## config.mk

```make
export PLATFORM = sky130hd
export DESIGN_NAME = vram_arbiter
export DESIGN_NICKNAME = d
export VERILOG_FILES = /design/src/rtl/mda_pkg.sv /design/src/rtl/vram_arbiter.sv
export SDC_FILE = /design/constraint.sdc
export NUM_CORES = 1
export LEC_CHECK = 0
export CAP_MARGIN = 10
export CORE_MARGIN = 1.5
export CORE_UTILIZATION = 42
export CTS_CLUSTER_SIZE = 24
export DETAILED_ROUTE_END_ITERATION = 8
export PLACE_DENSITY = 0.75
export REMOVE_ABC_BUFFERS = 1
export SLEW_MARGIN = 20
export SYNTH_ARGS = -nofsm -noshare
export SYNTH_HDL_FRONTEND = slang
export SYNTH_SLANG_ARGS = --single-unit
```

## constraint.sdc

```tcl
create_clock -name clk -period 1.8 [get_ports clk]
set_clock_uncertainty 0.05 [all_clocks]
set_input_delay 0.36 -clock clk [delete_from_list [all_inputs] [get_ports clk]]
set_output_delay 0.36 -clock clk [all_outputs]
set_load 0.05 [all_outputs]
```

## src/rtl/mda_pkg.sv

```systemverilog
// Shared types and defaults for the VRAM arbiter.
package mda_pkg;

    // Arbiter states: one read state per requester plus a three-phase write.
    typedef enum logic [2:0] {
        IDLE      = 3'd0,
        VID_RD    = 3'd1,
        CPU_RD    = 3'd2,
        WR_SETUP  = 3'd3,
        WR_STROBE = 3'd4,
        WR_HOLD   = 3'd5
    } arb_state_e;

    localparam int RD_CYCLES_DEF = 2;
    localparam int CNT_W         = 3;

    // Read-cycle counter increment that sticks at all-ones instead of wrapping.
    function automatic logic [CNT_W-1:0] sat_inc(input logic [CNT_W-1:0] v);
        return (v == '1) ? v : v + 1'b1;
    endfunction

endpackage

```

## src/rtl/vram_arbiter.sv

```systemverilog
// Single-port SRAM arbiter between the video fetch path and ISA CPU accesses.
// Fixed-latency reads, three-phase writes, alternating priority on contention.
module vram_arbiter
    import mda_pkg::*;
#(
    parameter int RD_CYCLES = RD_CYCLES_DEF,
    parameter int ADDR_W    = 19
) (
    input  logic              clk,
    input  logic              busreset,
    input  logic              vid_req,
    input  logic [ADDR_W-1:0] vid_addr,
    output logic              vid_ack,
    output logic [7:0]        vid_rdata,
    input  logic              cpu_req,
    input  logic              cpu_we,
    input  logic [ADDR_W-1:0] cpu_addr,
    input  logic [7:0]        cpu_wdata,
    output logic              cpu_ack,
    output logic [7:0]        cpu_rdata,
    output logic              cpu_wait,
    output logic [ADDR_W-1:0] ram_a,
    output logic              ram_we_l,
    output logic [7:0]        ram_dout,
    output logic              ram_doe,
    input  logic [7:0]        ram_din
);

    // Counter value of the last read cycle; ram_din is sampled then.
    localparam logic [CNT_W-1:0] RD_LAST = CNT_W'(RD_CYCLES - 1);

    arb_state_e        state_q, state_d;
    logic [CNT_W-1:0]  cnt_q, cnt_d;
    logic              last_vid_q, last_vid_d;
    logic [ADDR_W-1:0] ram_a_q, ram_a_d;
    logic              ram_we_l_q, ram_we_l_d;
    logic [7:0]        ram_dout_q, ram_dout_d;
    logic              ram_doe_q, ram_doe_d;
    logic              vid_ack_q, vid_ack_d;
    logic              cpu_ack_q, cpu_ack_d;
    logic [7:0]        vid_rdata_q, vid_rdata_d;
    logic [7:0]        cpu_rdata_q, cpu_rdata_d;
    logic              grant_vid, grant_cpu;

    // Next-state, grant decision and registered SRAM controls.
    always_comb begin
        state_d     = state_q;
        cnt_d       = cnt_q;
        last_vid_d  = last_vid_q;
        ram_a_d     = ram_a_q;
        ram_dout_d  = ram_dout_q;
        ram_we_l_d  = 1'b1;
        ram_doe_d   = 1'b0;
        vid_ack_d   = 1'b0;
        cpu_ack_d   = 1'b0;
        vid_rdata_d = vid_rdata_q;
        cpu_rdata_d = cpu_rdata_q;
        grant_vid   = 1'b0;
        grant_cpu   = 1'b0;

        case (state_q)
            IDLE: begin
                // The ack cycle never grants, so a requester still holding
                // its level request while seeing ack is not served twice.
                if (!vid_ack_q && !cpu_ack_q) begin
                    grant_vid = vid_req && (!cpu_req || !last_vid_q);
                    grant_cpu = cpu_req && !grant_vid;
                end
                if (grant_vid) begin
                    ram_a_d    = vid_addr;
                    cnt_d      = '0;
                    last_vid_d = 1'b1;
                    state_d    = VID_RD;
                end else if (grant_cpu) begin
                    ram_a_d    = cpu_addr;
                    cnt_d      = '0;
                    last_vid_d = 1'b0;
                    if (cpu_we) begin
                        ram_dout_d = cpu_wdata;
                        ram_doe_d  = 1'b1;
                        state_d    = WR_SETUP;
                    end else begin
                        state_d = CPU_RD;
                    end
                end
            end
            VID_RD: begin
                if (cnt_q < RD_LAST) begin
                    cnt_d = sat_inc(cnt_q);
                end else begin
                    vid_rdata_d = ram_din;
                    vid_ack_d   = 1'b1;
                    state_d     = IDLE;
                end
            end
            CPU_RD: begin
                if (cnt_q < RD_LAST) begin
                    cnt_d = sat_inc(cnt_q);
                end else begin
                    cpu_rdata_d = ram_din;
                    cpu_ack_d   = 1'b1;
                    state_d     = IDLE;
                end
            end
            WR_SETUP: begin
                ram_we_l_d = 1'b0;
                ram_doe_d  = 1'b1;
                state_d    = WR_STROBE;
            end
            WR_STROBE: begin
                // Strobe released but data still driven for hold time.
                ram_doe_d = 1'b1;
                state_d   = WR_HOLD;
            end
            WR_HOLD: begin
                cpu_ack_d = 1'b1;
                state_d   = IDLE;
            end
            default: state_d = IDLE;
        endcase
    end

    // State and output registers; reset abandons any access in flight.
    always_ff @(posedge clk) begin
        if (busreset) begin
            state_q     <= IDLE;
            cnt_q       <= '0;
            last_vid_q  <= 1'b0;
            ram_a_q     <= '0;
            ram_we_l_q  <= 1'b1;
            ram_dout_q  <= '0;
            ram_doe_q   <= 1'b0;
            vid_ack_q   <= 1'b0;
            cpu_ack_q   <= 1'b0;
            vid_rdata_q <= '0;
            cpu_rdata_q <= '0;
        end else begin
            state_q     <= state_d;
            cnt_q       <= cnt_d;
            last_vid_q  <= last_vid_d;
            ram_a_q     <= ram_a_d;
            ram_we_l_q  <= ram_we_l_d;
            ram_dout_q  <= ram_dout_d;
            ram_doe_q   <= ram_doe_d;
            vid_ack_q   <= vid_ack_d;
            cpu_ack_q   <= cpu_ack_d;
            vid_rdata_q <= vid_rdata_d;
            cpu_rdata_q <= cpu_rdata_d;
        end
    end

    assign vid_ack   = vid_ack_q;
    assign vid_rdata = vid_rdata_q;
    assign cpu_ack   = cpu_ack_q;
    assign cpu_rdata = cpu_rdata_q;
    assign cpu_wait  = cpu_req && !cpu_ack_q;
    assign ram_a     = ram_a_q;
    assign ram_we_l  = ram_we_l_q;
    assign ram_dout  = ram_dout_q;
    assign ram_doe   = ram_doe_q;

endmodule

```

==> results.toml <==
[status]
status = "complete, no violations"

[die]
initial_core_util_pct = 43.11
die_h_um = 80.50
io_pins = 107
coreArea_um2 = 5851
die-area_um2 = 6479
fp.dieW_um = 80.50
rows = 28

[clocking]
clock_sinks = 54
htree_levels = 2
clock_path_buffers = 2
clock_latency_ns = 0.31
cts_tree = "built"
clk_pin_slew_ns = 0.09
hold_buffers = 0
clockRootBuffer = "clkbuf_8"
numCtsBuffers = 5
post-cts-setup-buffers = 0

[grt]
antenna_found_initial = 0
grt_pass1_vias = 2346
grt-ovfl-total = 0
grt_pass1_wl_um = 10640
grt_max_degree = 32
grt_usage_pct = 20.60

[timing]
tightest_slew_ns = 0.5216
fmax_mhz = 567.9
final.setup.tns_ns = 0
hold-worst-slack_ns = 0.2655
min_period_ns = 1.761
grt_setup_unrepaired = "false"
setup_slack_ns = 0.03900
max_slew_margin_pct = 65.22
finalCritPeriodShare_pct = 97.83
maxSlewViolCount = 0
finalHoldViolCount = 0
setup-violations-final = 0

[hold_path]
min-delay-path-class = "in2reg"
worstHoldStart = "busreset"
min_path_cells = 2

[cells_and_area]
fin_area_um2 = 3716
nFillCells = 521
drive_gt1_share_pct = 22.28
area_growth_pct = 47.32
n_antenna_cell = 0
nNetsFinal = 455

[route]
antenna_left = 0
drt-initial-drc-count = 147
dr.pass1.iters = 5
route.vias.total = 2557
post_drt_wl_per_cell_um = 14.36
wirelength_um = 6751
via_per_inst = 5.440
drc_errors = 0

[worst_setup_path]
worst-setup-path-type = "in2out"
critPathCaptureType = "output pin"
worstPathRequired_ns = 1.39
slowest_delay_ns = 0.61
path_buf_inv = 2
crit_path_end = "cpu_wait"
cp.arrival_ns = 1.35
crit_family = "buffers and inverters"
crit_fanout = 7
crit_cells = 3
crit_chain = "clkdlybuf4s50_1 > nor2b_4 > buf_12"
start_kind = "input pin"
r2r_end = "cpu_rdata[4]"
crit_path_start = "cpu_req"
reg2reg_from = "state_q[1]"
worst_path_max_delay_cell = "clkdlybuf4s50_1"
rr_worst_depth = 3
reg2reg_setup_slack_ns = 0.23

[power_and_ir_drop]
power_density_nw_per_um2 = 959.2
power_uw = 3565
p_leak_uw = 0.001432
peakVddDrop_mv = 0.4774

[logic_synthesis]
async_flop_share_pct = 0
syn_inst = 291
ys_types = 40
synth-seq-cells = 54
synth_enable_flop_cells = 0
yosysSeqAreaShare_pct = 42.86
yosysWarnings = 0
avgSynthCellArea_um2 = 8.668
synth_flop_cell = "dfxtp_1"
syn_area_um2 = 2522

[placement]
dp_slack_ns = -0.1186
hpwl_um = 4926
place_area_um2 = 3611
gp_congestion = 0.7878
numPortBuffers = 106

[flow_run]
maxCapViolations = 0
[timing repair]
action                     4_1_cts  5_1_grt
setup endpoints to repair        1       17
gates resized for setup          2        2
gates cloned                     0        0
[registers in the layout, summed over array words and instances (netlist names)]
register    cells
ram_a          19
cpu_rdata       8
ram_dout        8
vid_ack         1
last_vid_q      1
ram_doe         1
ram_we_l        1
cpu_ack         1
vid_rdata       8
state_q         3
cnt_q           3
[cell families (layout without fill, tap and decap cells)]
| family | Yosys count | in the layout | synth area share [%] |
|---|---|---|---|
| AO/OA/AOI/OAI | 104 | 104 | 25.55 |
| AND/OR/NAND/NOR | 87 | 87 | 20.34 |
| flip-flops | 54 | 54 | 42.86 |
| buffers and inverters | 34 | 138 | 6.349 |
| multiplexers | 9 | 9 | 3.572 |
| adder cells (fa/ha/maj) | 2 | 2 | 0.9919 |
| XOR/XNOR | 1 | 1 | 0.3473 |
[worst register-to-register path: cells and delay by family (launching register included)]
family / cells / cell delay (ns)
AND/OR/NAND/NOR: 1 / 0.58
AO/OA/AOI/OAI: 2 / 0.29
flip-flops: 1 / 0.55
[stage by stage]
stage                     util, %  std cells
final                       63.52        470
after global routing        63.52        470
after CTS                   63.41        470
after detailed placement    61.72        462
after global placement      61.72        462
after floorplan                 -        260
[cells in the mapped netlist (4+ instances only)]
library cell	instances	area [um^2]
dfxtp_1	54	1081
a21oi_1	38	190.2
nand3_1	37	185.2
o21ai_0	36	180.2
nand2b_1	19	118.9
a311oi_1	18	157.7
clkbuf_1	13	48.80
buf_2	11	55.05
mux2i_1	9	90.09
buf_4	4	30.03
nand2_1	4	15.01
nor2_1	4	15.01
[placed cells by master, fill, tap and decap left out, types with 2 or more instances in the layout]
master	synthesis	final
clkdlybuf4s50_1	0	57
o221ai_1	2	2
ha_1	2	2
nand3b_1	2	2
nor3b_2	2	2
a211oi_1	2	2
a21oi_1	38	38
mux2i_1	9	9
dfxtp_1	54	54
nand2_1	4	4
o21ai_0	36	36
nor2b_1	3	2
nand2b_1	19	19
nor3_1	3	3
nand3_1	37	37
a311oi_1	18	18
nand4_1	3	3
nor2_1	4	4
and2_1	2	2
buf_12	0	4
clkbuf_8	0	6
buf_4	4	65
inv_1	3	3
[worst min path at each step]
stage | endpoint | slack [ns]
2_1_floorplan | ram_a[16] | 0.38
3_3_place_gp | cpu_rdata[5] | 0.41
3_5_place_dp | ram_dout[2] | 0.42
4_1_cts | cnt_q[0] | 0.26
5_1_grt | cnt_q[0] | 0.28
6_report | cnt_q[0] | 0.27
[final cells by class]
type                            count  area, um^2  area share [%]
Inverter                            3       11.26          0.3030
Timing Repair Buffer              127        1144           30.77
Clock inverter                      1       5.005          0.1347
Multi-Input combinational cell    203        1295           34.85
Clock buffer                        7       86.33           2.323
Sequential cell                    54        1081           29.09
Tap cell                           75       93.84           2.525
[power by group]
group          switching (uW)  internal, uW  total [uW]  leakage, uW
Clock                     392           312         704    0.0000482
Combinational             873           560        1430     0.000943
Sequential                102          1330        1430     0.000441
[per-layer routing]
layer  vias to the layer above  wire, um  share of wire [%]  GRT usage (%)
met2                        96      3187                 47          34.54
met4                         0        55               0.81          4.828
met5                         -         0                  0              0
met1                      1180      3049                 45          27.01
li1                       1274         -                  -              -
met3                         7       458                6.8          4.205
Power figures use the tool's default switching activity.
